$ cat config.mk
export PLATFORM = sky130hd
export DESIGN_NAME = poci_burst_readout
export DESIGN_NICKNAME = d
export VERILOG_FILES = /design/src/rtl/poci_burst_readout.sv
export SDC_FILE = /design/constraint.sdc
export NUM_CORES = 1
export LEC_CHECK = 0
export ABC_AREA = 1
export CAP_MARGIN = 30
export CORE_AREA = 2 2 195 197
export CTS_CLUSTER_SIZE = 20
export DETAILED_ROUTE_END_ITERATION = 7
export DIE_AREA = 0 0 197 199
export PLACE_DENSITY = 0.71
export SETUP_SLACK_MARGIN = 0.1
export SLEW_MARGIN = 30
export SYNTH_ARGS = -nofsm -noshare
export SYNTH_HDL_FRONTEND = slang
export SYNTH_SLANG_ARGS = --single-unit
$ cat constraint.sdc
create_clock -name sclk -period 6.1 [get_ports sclk]
set_clock_uncertainty 0.2 [all_clocks]
set_input_delay 1.22 -clock sclk [delete_from_list [all_inputs] [get_ports sclk]]
set_output_delay 1.22 -clock sclk [all_outputs]
set_load 0.03 [all_outputs]
$ cat src/rtl/poci_burst_readout.sv
// POCI burst readout engine: serialises a run of DATA_W-bit registers from a flat
// register bank onto serial_out_o, auto-incrementing the address with wrap to 1.
module poci_burst_readout #(
  parameter int NUM_REGS  = 59,
  parameter int DATA_W    = 8,
  parameter int ADDR_W    = 8,
  parameter bit MSB_FIRST = 1'b0
) (
  input  logic                       sclk,
  input  logic                       rstn,
  input  logic                       start_i,
  input  logic [ADDR_W-1:0]          start_addr_i,
  input  logic [ADDR_W-1:0]          burst_len_i,
  input  logic [NUM_REGS*DATA_W-1:0] reg_bus_i,
  output logic                       serial_out_o,
  output logic                       busy_o,
  output logic                       done_o,
  output logic                       addr_err_o
);

  localparam int CNT_W = (DATA_W > 1) ? $clog2(DATA_W) : 1;
  localparam logic [CNT_W-1:0] CNT_TOP = CNT_W'(DATA_W - 1);

  typedef enum logic [1:0] {
    S_IDLE  = 2'd0,
    S_LOAD  = 2'd1,
    S_SHIFT = 2'd2,
    S_DONE  = 2'd3
  } state_t;

  state_t              state_q, state_d;
  logic [ADDR_W-1:0]   addr_q, addr_d;
  logic [ADDR_W-1:0]   rem_q, rem_d;
  logic [DATA_W-1:0]   shreg_q, shreg_d;
  logic [CNT_W-1:0]    cnt_q, cnt_d;
  logic                ser_q, ser_d;
  logic                busy_q, busy_d;
  logic                done_q, done_d;
  logic                err_q, err_d;
  logic [ADDR_W-1:0]   addr_nx_s;

  function automatic logic addr_ok(input logic [ADDR_W-1:0] a);
    return (a != '0) && (a <= ADDR_W'(NUM_REGS));
  endfunction

  // Out-of-range and reserved addresses read as zero.
  function automatic logic [DATA_W-1:0] word_at(input logic [ADDR_W-1:0]          a,
                                                input logic [NUM_REGS*DATA_W-1:0] bus);
    logic [DATA_W-1:0] w;
    w = '0;
    for (int i = 1; i <= NUM_REGS; i++) begin
      if (a == ADDR_W'(i)) begin
        w = bus[i*DATA_W-1 -: DATA_W];
      end else begin
        w = w;
      end
    end
    return w;
  endfunction

  assign addr_nx_s = (addr_q >= ADDR_W'(NUM_REGS)) ? ADDR_W'(1) : addr_q + ADDR_W'(1);

  // Next-state, datapath and registered-output decode.
  always_comb begin
    state_d = state_q;
    addr_d  = addr_q;
    rem_d   = rem_q;
    shreg_d = shreg_q;
    cnt_d   = cnt_q;
    ser_d   = 1'b0;
    err_d   = err_q;
    case (state_q)
      S_IDLE: begin
        if (start_i) begin
          addr_d  = start_addr_i;
          rem_d   = burst_len_i;
          err_d   = 1'b0;
          state_d = (burst_len_i != '0) ? S_LOAD : S_DONE;
        end else begin
          state_d = S_IDLE;
        end
      end
      S_LOAD: begin
        shreg_d = word_at(addr_q, reg_bus_i);
        cnt_d   = CNT_TOP;
        err_d   = err_q | ~addr_ok(addr_q);
        state_d = S_SHIFT;
      end
      S_SHIFT: begin
        if (MSB_FIRST) begin
          ser_d   = shreg_q[DATA_W-1];
          shreg_d = shreg_q << 1;
        end else begin
          ser_d   = shreg_q[0];
          shreg_d = shreg_q >> 1;
        end
        cnt_d = cnt_q - CNT_W'(1);
        // Reload on the last bit so the next word follows with no gap.
        if (cnt_q == '0) begin
          if (rem_q > ADDR_W'(1)) begin
            addr_d  = addr_nx_s;
            rem_d   = rem_q - ADDR_W'(1);
            shreg_d = word_at(addr_nx_s, reg_bus_i);
            cnt_d   = CNT_TOP;
            err_d   = err_q | ~addr_ok(addr_nx_s);
          end else begin
            state_d = S_DONE;
          end
        end else begin
          state_d = S_SHIFT;
        end
      end
      S_DONE: begin
        state_d = S_IDLE;
      end
      default: begin
        state_d = S_IDLE;
      end
    endcase
    busy_d = (state_d != S_IDLE);
    done_d = (state_d == S_DONE);
  end

  // State and output registers.
  always_ff @(posedge sclk or negedge rstn) begin
    if (!rstn) begin
      state_q <= S_IDLE;
      addr_q  <= '0;
      rem_q   <= '0;
      shreg_q <= '0;
      cnt_q   <= '0;
      ser_q   <= 1'b0;
      busy_q  <= 1'b0;
      done_q  <= 1'b0;
      err_q   <= 1'b0;
    end else begin
      state_q <= state_d;
      addr_q  <= addr_d;
      rem_q   <= rem_d;
      shreg_q <= shreg_d;
      cnt_q   <= cnt_d;
      ser_q   <= ser_d;
      busy_q  <= busy_d;
      done_q  <= done_d;
      err_q   <= err_d;
    end
  end

  assign serial_out_o = ser_q;
  assign busy_o       = busy_q;
  assign done_o       = done_q;
  assign addr_err_o   = err_q;

endmodule

==> key figures <==
STA
  • Post-route minimum period: between 5 and 6 ns
  • Period utilization: 0.966
  • RSZ-0062 raised after global routing: yes
  • Tightest Pin Transition: slightly above 0.9 ns
  • Final Hold Viols: 0
  • Rel. slew slack: 0.381
  • Setup TNS: 0 ns
  • F_max: around 170 MHz
  • Final setup violation count: 0
  • Max Slew Vio Count: 0

Worst setup path
  • Crit path capture type: register
  • Crit path kind: register to register
  • Crit path arrival time: around 5.9 ns
  • Crit path top cell by count: nand4_1
  • CP Buf/Inv Count: 4
  • Crit path launch type: register
  • Slowest CP cell: dfrtp_2
  • Worst-path fanout max: 7
  • Top cell family by delay on the critical path: simple AND/OR/NAND/NOR gates
  • Worst path max stage delay: approximately 0.46 ns
  • Critical Path RT: slightly above 6 ns

Clock network
  • Clock buffer count from CTS: 5
  • Clock slew at reported path FFs: ~0.06 ns
  • H-tree lvl count: 2
  • Skew-Pair Late Insertion Delay: 0.28 ns
  • Root Driver: clkbuf_16
  • Clock Sinks: 33
  • CTS tree: done
  • CTS max path bufs: 2
  • CTS Hold Bufs: 0

Drt
  • DR vias: approximately 19k
  • Average via count per standard cell: roughly 5.2
  • Detail Route Antenna Nets: 0
  • DRC: 0
  • Initial drt markers: between 1.5k and 2k
  • Avg WL per Cell: 18.9 um
  • WL final: about 70 mm
  • 1st-pass router iterations: 6

Floorplan
  • Area of the core: ~37000 sq um
  • Die Area: between 30000 and 40000 sq um
  • Die Span Y: between 150 and 200 um
  • Core Rows: 71
  • Chip Width: 197 um
  • # IOs: slightly below 500
  • Initial Util: 0.337

Cells and area
  • Area grow syn2layout: 50.5%
  • Final net count: around 3.8k
  • Most frequent cells in the layout: 1089 x nand2_1, 513 x inv_1, 476 x clkdlybuf4s50_1
  • Share of cells above drive strength 1: 0.0743
  • Most common cell after layout, fill and taps aside: nand2_1

Global route
  • Grt peak-use layer: met2
  • GRT met2 Usage: 0.561
  • Initial antenna violation count: 1
  • Met3 GRT Util: 0.0554
  • Largest net degree at the start of global routing: 34
  • Met1 usage: 0.436
  • Vias in the first global route: around 18k
  • Global route overflow: 0
  • GRT Total Usage: 0.340
  • First-pass GRT wire length: between 100 and 150 mm

Synth
  • Post-synthesis sequential area ratio: 0.0660
  • Synth warn: 0
  • Post-synthesis area per instance: around 4.5 sq um
  • Syn Inst Count: around 2.8k
  • Synthesized net count: roughly 3.3k
  • Yosys reg bits: 33
  • Synth Cell Area: between 10000 and 15000 sq um
  • Async SR Flop Fraction: 1.00
  • Post-synth top flop: dfrtp_1
  • Yosys cell types: 47
  • EDFF count, synth: 0

Pwr
  • Leakage power: around 9 nW
  • Design Power: 0.00106 W
  • Pwr dens: about 56 nW/um^2
  • Worst VDD drop: 0.0870 mV

Flow run
  • Total of max-cap violations: 0

Min path
  • Hold Crit Class: register to register

Status
  • Status: finished clean

Placement
  • Gpl congestion: 1.03
  • Hpwl dp: 59.1 mm
  • Port Buf Inserts: between 400 and 500
final timing paths:
path	from	end	slack (ns)	cells past startpoint
worst max-delay path	addr_q[1]$_DFFE_PN0P_	shreg_q[6]$_DFFE_PN0P_	0.21	46
worst min-delay path	cnt_q[0]$_DFFE_PN0P_	cnt_q[0]$_DFFE_PN0P_	0.27	1
worst max register to register	addr_q[1]$_DFFE_PN0P_	shreg_q[6]$_DFFE_PN0P_	0.21	46
worst min register to register	cnt_q[0]$_DFFE_PN0P_	cnt_q[0]$_DFFE_PN0P_	0.27	1
max in group asynchronous	rstn	addr_q[0]$_DFFE_PN0P_	4.19	2
min in group asynchronous	rstn	shreg_q[7]$_DFFE_PN0P_	1.16	2
cell usage after synthesis, types with 7 or more instances:
master	number	area share
ha_1	11	0.011
inv_1	520	0.16
nand2_1	1108	0.33
nor2_4	7	0.0063
or2_2	46	0.023
a21oi_1	174	0.070
o21ai_0	212	0.085
nor2_2	13	0.0065
nor2_1	246	0.074
dfrtp_1	33	0.066
o21ai_1	20	0.0080
clkbuf_1	55	0.017
buf_2	9	0.0036
inv_2	13	0.0039
nand4_1	76	0.038
nor3_1	17	0.0068
nand3_1	124	0.050
o22ai_1	8	0.0040
nand2_2	7	0.0035
cell type report:
| type | instances | area [sq um] |
|---|---|---|
| Antenna cell | 1 | 2.50 |
| Clock buffer | 6 | 139 |
| Clock inverter | 1 | 7.51 |
| Fill cell | 4057 | 18300 |
| Inverter | 538 | 2040 |
| Multi-Input combinational cell | 2117 | 9690 |
| Sequential cell | 33 | 830 |
| Tap cell | 474 | 593 |
| Timing Repair Buffer | 563 | 5520 |
logic make-up (layout without fill, tap and decap cells):
kind of cell | after synthesis | count (layout) | synth area share
other | 0 | 1 | 0
and+or+nand+nor | 1659 | 1659 | 0.549
buffers and inverters | 606 | 1108 | 0.185
xor gates and xnor gates | 5 | 5 | 0.00350
AOI/OAI and AO/OA | 442 | 442 | 0.185
adders and majority gates | 11 | 11 | 0.0110
DFF | 33 | 33 | 0.0660
stage by stage:
step	worst slack (ns)	hold WS [ns]	area, sq um	std cells	util
after floorplan	1.51	0.237	12500	2756	-
after global placement	-0.0536	0.258	18200	3711	0.489
after detailed placement	-0.0757	0.261	18200	3711	0.490
after CTS	0.108	0.274	18300	3718	0.494
after global routing	-0.198	0.302	18800	3732	0.507
final	0.206	0.272	18800	3733	0.507
what timing repair did:
item                                    in CTS  in global routing
gates resized for setup                      0                120
buffers inserted                             0                 14
endpoints found under the setup margin       0                  8
per-layer routing:
metal	up-vias	part of all wire
met2	1092	0.45
met5	-	0.00014
met4	2	0.049
li1	9486	-
met3	167	0.091
met1	8742	0.41
power breakdown:
group	total [W]	switching (W)	leakage [nW]	internal [W]
combinational	0.000578	0.000249	8.52	0.000329
sequential	0.000224	0.00000200	0.372	0.000222
clock	0.000254	0.0000939	0.0690	0.000160
total	0.00106	0.000345	8.96	0.000711
sequential cells by signal, summed over array words and instances, names as in the netlist:
name,flops
addr_err_o,1
addr_q,8
busy_o,1
cnt_q,3
done_o,1
rem_q,8
serial_out_o,1
shreg_q,8
state_q,2
(Power assumes the default switching activity.)
